**src/rtl/ram_memory_if.sv**
```systemverilog
// rtl/ram_memory_if.sv - access bus between the datapath wrapper and ram_memory
interface ram_memory_if #(
   parameter int ADDR_WIDTH = 8,
   parameter int DATA_WIDTH = 8
);
   logic [ADDR_WIDTH-1:0] address;
   logic [DATA_WIDTH-1:0] data_in;
   logic                  wren;
   logic [DATA_WIDTH-1:0] data_out;

   modport master (
      output address,
      output data_in,
      output wren,
      input  data_out
   );

   modport slave (
      input  address,
      input  data_in,
      input  wren,
      output data_out
   );
endinterface

```
**src/rtl/ram_memory.sv**
```systemverilog
// rtl/ram_memory.sv - single-port synchronous RAM with registered, write-through read data
module ram_memory #(
   parameter int ADDR_WIDTH = 8,
   parameter int DATA_WIDTH = 8
) (
   input  logic         clock,
   input  logic         reset,
   ram_memory_if.slave  bus
);
   localparam int DEPTH = 2 ** ADDR_WIDTH;

   // The array is zero at power-up; reset leaves stored contents alone.
   logic [DATA_WIDTH-1:0] mem [DEPTH] = '{default: '0};

   always_ff @(posedge clock) begin
      if (!reset && bus.wren) begin
         mem[bus.address] <= bus.data_in;
      end
   end

   always_ff @(posedge clock or posedge reset) begin
      if (reset) begin
         bus.data_out <= '0;
      end else if (bus.wren) begin
         bus.data_out <= bus.data_in;
      end else begin
         bus.data_out <= mem[bus.address];
      end
   end
endmodule

```
**src/flat_wrapper.sv**
```systemverilog
// flat-port wrapper written by rule: the top's interface ports become plain ports
module ram_memory_flat 
#(
   parameter int ADDR_WIDTH = 8,
   parameter int DATA_WIDTH = 8
)
  (clock, reset, bus_address, bus_data_in, bus_wren, bus_data_out);
  ram_memory_if #(.ADDR_WIDTH(ADDR_WIDTH), .DATA_WIDTH(DATA_WIDTH)) bus_i ();
  input  logic clock;
  input  logic reset;
  input wire logic [$bits(bus_i.address)-1:0] bus_address;
  input wire logic [$bits(bus_i.data_in)-1:0] bus_data_in;
  input wire logic [$bits(bus_i.wren)-1:0] bus_wren;
  output wire logic [$bits(bus_i.data_out)-1:0] bus_data_out;
  assign bus_i.address = bus_address;
  assign bus_i.data_in = bus_data_in;
  assign bus_i.wren = bus_wren;
  assign bus_data_out = bus_i.data_out;
  ram_memory #(.ADDR_WIDTH(ADDR_WIDTH), .DATA_WIDTH(DATA_WIDTH)) u_core (.clock(clock), .reset(reset), .bus(bus_i));
endmodule
```
**config.mk**
```make
export PLATFORM = sky130hd
export DESIGN_NAME = ram_memory_flat
export DESIGN_NICKNAME = d
export VERILOG_FILES = /design/src/rtl/ram_memory_if.sv /design/src/rtl/ram_memory.sv /design/src/flat_wrapper.sv
export SDC_FILE = /design/constraint.sdc
export NUM_CORES = 2
export LEC_CHECK = 0
export ABC_AREA = 0
export CAP_MARGIN = 20
export CORE_UTILIZATION = 35
export DETAILED_ROUTE_END_ITERATION = 8
export PLACE_DENSITY = 0.46
export SLEW_MARGIN = 5
export SYNTH_ARGS = -nofsm -noshare
export SYNTH_HDL_FRONTEND = slang
export SYNTH_SLANG_ARGS = --single-unit
```
**constraint.sdc**
```tcl
create_clock -name clock -period 3.1 [get_ports clock]
set_input_delay 0.465 -clock clock [delete_from_list [all_inputs] [get_ports clock]]
set_output_delay 0.465 -clock clock [all_outputs]
set_load 0.01 [all_outputs]
```
==> results by group <==
Clock tree
  – CTS buffer count: 217
  – Clk_lat worst skew: 0.86 ns
  – Sink Count: 2056
  – # H-tree levels: 4
  – Root buf cell: clkbuf_16
  – Clk pin slew, worst setup/hold paths: 0.06 ns
  – Max Root-Sink Buffers: 3
  – Post-cts sizing count: 0
  – CTS tree: yes

Route
  – Vias: 42000
  – Antenna viol nets, final: 0
  – DR DRC count: 0
  – DR vias/cell: 5.37
  – Routed len/inst: 31.6 um
  – First-pass detailed-route iteration total: 6
  – Wirelength, routed: 247 mm
  – Number of DRC markers in iteration 0: 4254

Timing
  – Unrepaired setup endpoints after global routing: false
  – Fmax: 333 MHz
  – Clock skew after layout: 0.0353 ns
  – Count of final max-slew check failures: 0
  – Final hold violations: 0
  – Minimum clock period after layout: 3.00 ns
  – Relative slew slack: 0.220
  – Setup TNS: 0 ns
  – Worst-Margin Slew: 1.14 ns
  – Setup violators final: 0
  – WHS: 0.0635 ns
  – Tcrit/Tclk final: 0.969

Cells and area
  – Multi-input gate area: 17200 um^2
  – # fillers: 19900
  – Reg area: 61700 um^2
  – Layout cells sized above 1: 0.344
  – Synth-to-layout area growth: 21.4%
  – Fin nets: 4641
  – Util after Layout: 0.427

Yosys
  – Main flop type after synthesis: edfxtp_1
  – Area leader, netlist: edfxtp_1
  – Synth Instances: 3794
  – Fraction of registers with async set/reset: 0.00389
  – Mean post-synth cell area: 21.1 um^2
  – Synth top area cells: edfxtp_1 (77%), mux4_2 (13%), mux2i_1 (2.0%)
  – Count leader, synth: edfxtp_1
  – Number of distinct library cells after synthesis: 62
  – FF+latch count, synth: 2056
  – Post-synth EDFFs: 2048
  – Commonest cells in the netlist: edfxtp_1 (2048), mux4_2 (480), nor2_1 (275), mux2i_1 (161), nand2_1 (119)
  – Sequential share of the synthesized area: 0.770
  – Synth warn: 0
  – Post-synth top area share: 0.768
  – Post-Syn Area: 80100 um^2
  – Syn nets: 3813

Global route
  – First-pass GRT wire length: 346 mm
  – Gr usage total: 0.215
  – Remaining Overflow, GRT: 0
  – Largest net degree at the start of global routing: 217
  – Initial antenna violation count: 13
  – Vias in the first global route: 43000

Setup path
  – CP Max Fanout: 1
  – Crit path from: u_core.mem[103][7]
  – R2R Setup Slk: 0.1 ns
  – Critical Path Sink Type: register
  – Critical Path Sink: u_core.bus.data_out[7]
  – Setup crit start kind: register
  – Critical path type: reg -> reg
  – Arr. time, crit path: 3.76 ns
  – R2r endpoint: u_core.bus.data_out[7]
  – CP required: 3.86 ns
  – R2r startpoint: u_core.mem[103][7]
  – Worst Reg-to-Reg Cells: 9

Floorplan
  – Die Wd: 480 um
  – Core box area: 227000 um^2
  – Die Ht: 480 um
  – Boundary Pins: 27
  – Num rows: 175
  – Die area: 231000 um^2
  – Initial core utilization: 0.352

Placed design
  – PortBufs: 26
  – GPL Wtd Cong: 0.853
  – DP Wirelength: 165 mm

Power
  – Pwr/cell area: 612 nW/um^2
  – Max VDD drop: 0.609 mV
  – Leakage: 0.0318 uW

Run
  – Max_cap viols: 0

Run status
  – Status: finished, final reports clean

Min path
  – Hold WC Path Type: in -> reg
[per-stage QoR]
step                worst slack [ns]  power, uW  cell area, um^2  std cells
floorplan                    -0.0179      32700            80100       3794
global placement              -0.638      34800            90400       7409
detailed placement            -0.574      34900            90400       7410
CTS                            0.116      60100            97200       7813
global route                  0.0505      61200            97200       7813
finish                        0.0958      59500            97200       7814
[per-layer routing]
| metal | wire length [um] | GRT usage | vias to the layer above |
|---|---|---|---|
| met5 | 11 | 0 | - |
| met2 | 118000 | 0.343 | 1337 |
| met4 | 6450 | 0.0596 | 2 |
| met1 | 109000 | 0.304 | 22800 |
| met3 | 14500 | 0.0354 | 300 |
| li1 | - | - | 17500 |
[worst min path at each step]
stage,slack (ns),to,from,depth (start not counted)
after floorplan,0.28,u_core.bus.data_out[0],reset,1
after global placement,0.81,u_core.mem[165][3],bus_data_in[3],1
after detailed placement,0.80,u_core.mem[165][3],bus_data_in[3],1
after CTS,0.02,u_core.mem[25][2],bus_data_in[2],1
after global routing,0.04,u_core.mem[25][2],bus_data_in[2],1
final,0.06,u_core.mem[25][2],bus_data_in[2],1
[what timing repair did]
action	CTS	global route
hold buffers	2	0
setup buffers	0	0
hold endpoints to repair	42	0
[sequential cells by signal, indices dropped and copies added (netlist names)]
register,count
u_core.bus.data_out,8
u_core.mem,2048
[logic make-up (layout without fill, tap and decap cells)]
logic type | after synthesis | count (layout) | share of synthesized area
AO/OA/AOI/OAI | 275 | 275 | 0.0244
other | 0 | 1 | 0
AND/OR/NAND/NOR | 558 | 558 | 0.0306
flip-flops | 2056 | 2056 | 0.770
multiplexers | 664 | 664 | 0.158
buffers and inverters | 241 | 1251 | 0.0166
[critical path, cell delays in order (launching register included)]
cell and delay, ns:
edfxtp_1 0.40, mux4_2 0.48, mux2i_1 0.14, buf_4 0.13
o22ai_1 0.15, a2111oi_0 0.74, buf_4 0.25, o41ai_1 0.08
a41o_1 0.34, a21o_1 0.22
[cells in the final DEF (no fill, tap or decap), types with 42 or more instances in the layout]
master	synthesis	layout
clkinv_1	3	57
buf_12	0	104
nand2_1	119	119
mux4_2	480	480
buf_4	45	710
edfxtp_1	2048	2048
o22ai_1	49	49
clkbuf_16	0	220
clkbuf_1	79	50
clkinv_2	0	42
a22oi_1	58	58
nor2_1	275	274
mux2i_1	161	161
[final cells by class]
class / instances / area share
diodes: 1 / 0.0000257
clock buffers: 270 / 0.0585
inverters: 9 / 0.000425
multi-input cells: 1497 / 0.177
flip-flops and latches: 2056 / 0.635
well taps: 3009 / 0.0387
repair buffers: 841 / 0.0794
clock inverters: 131 / 0.0118
[report_power, final]
group          internal (uW)  switching, uW  total (uW)
sequential             30600           47.1       30700
combinational           1420           2170        3590
clock                  14300          11000       25200
total                  46300          13200       59500
Power figures use the tool's default switching activity.
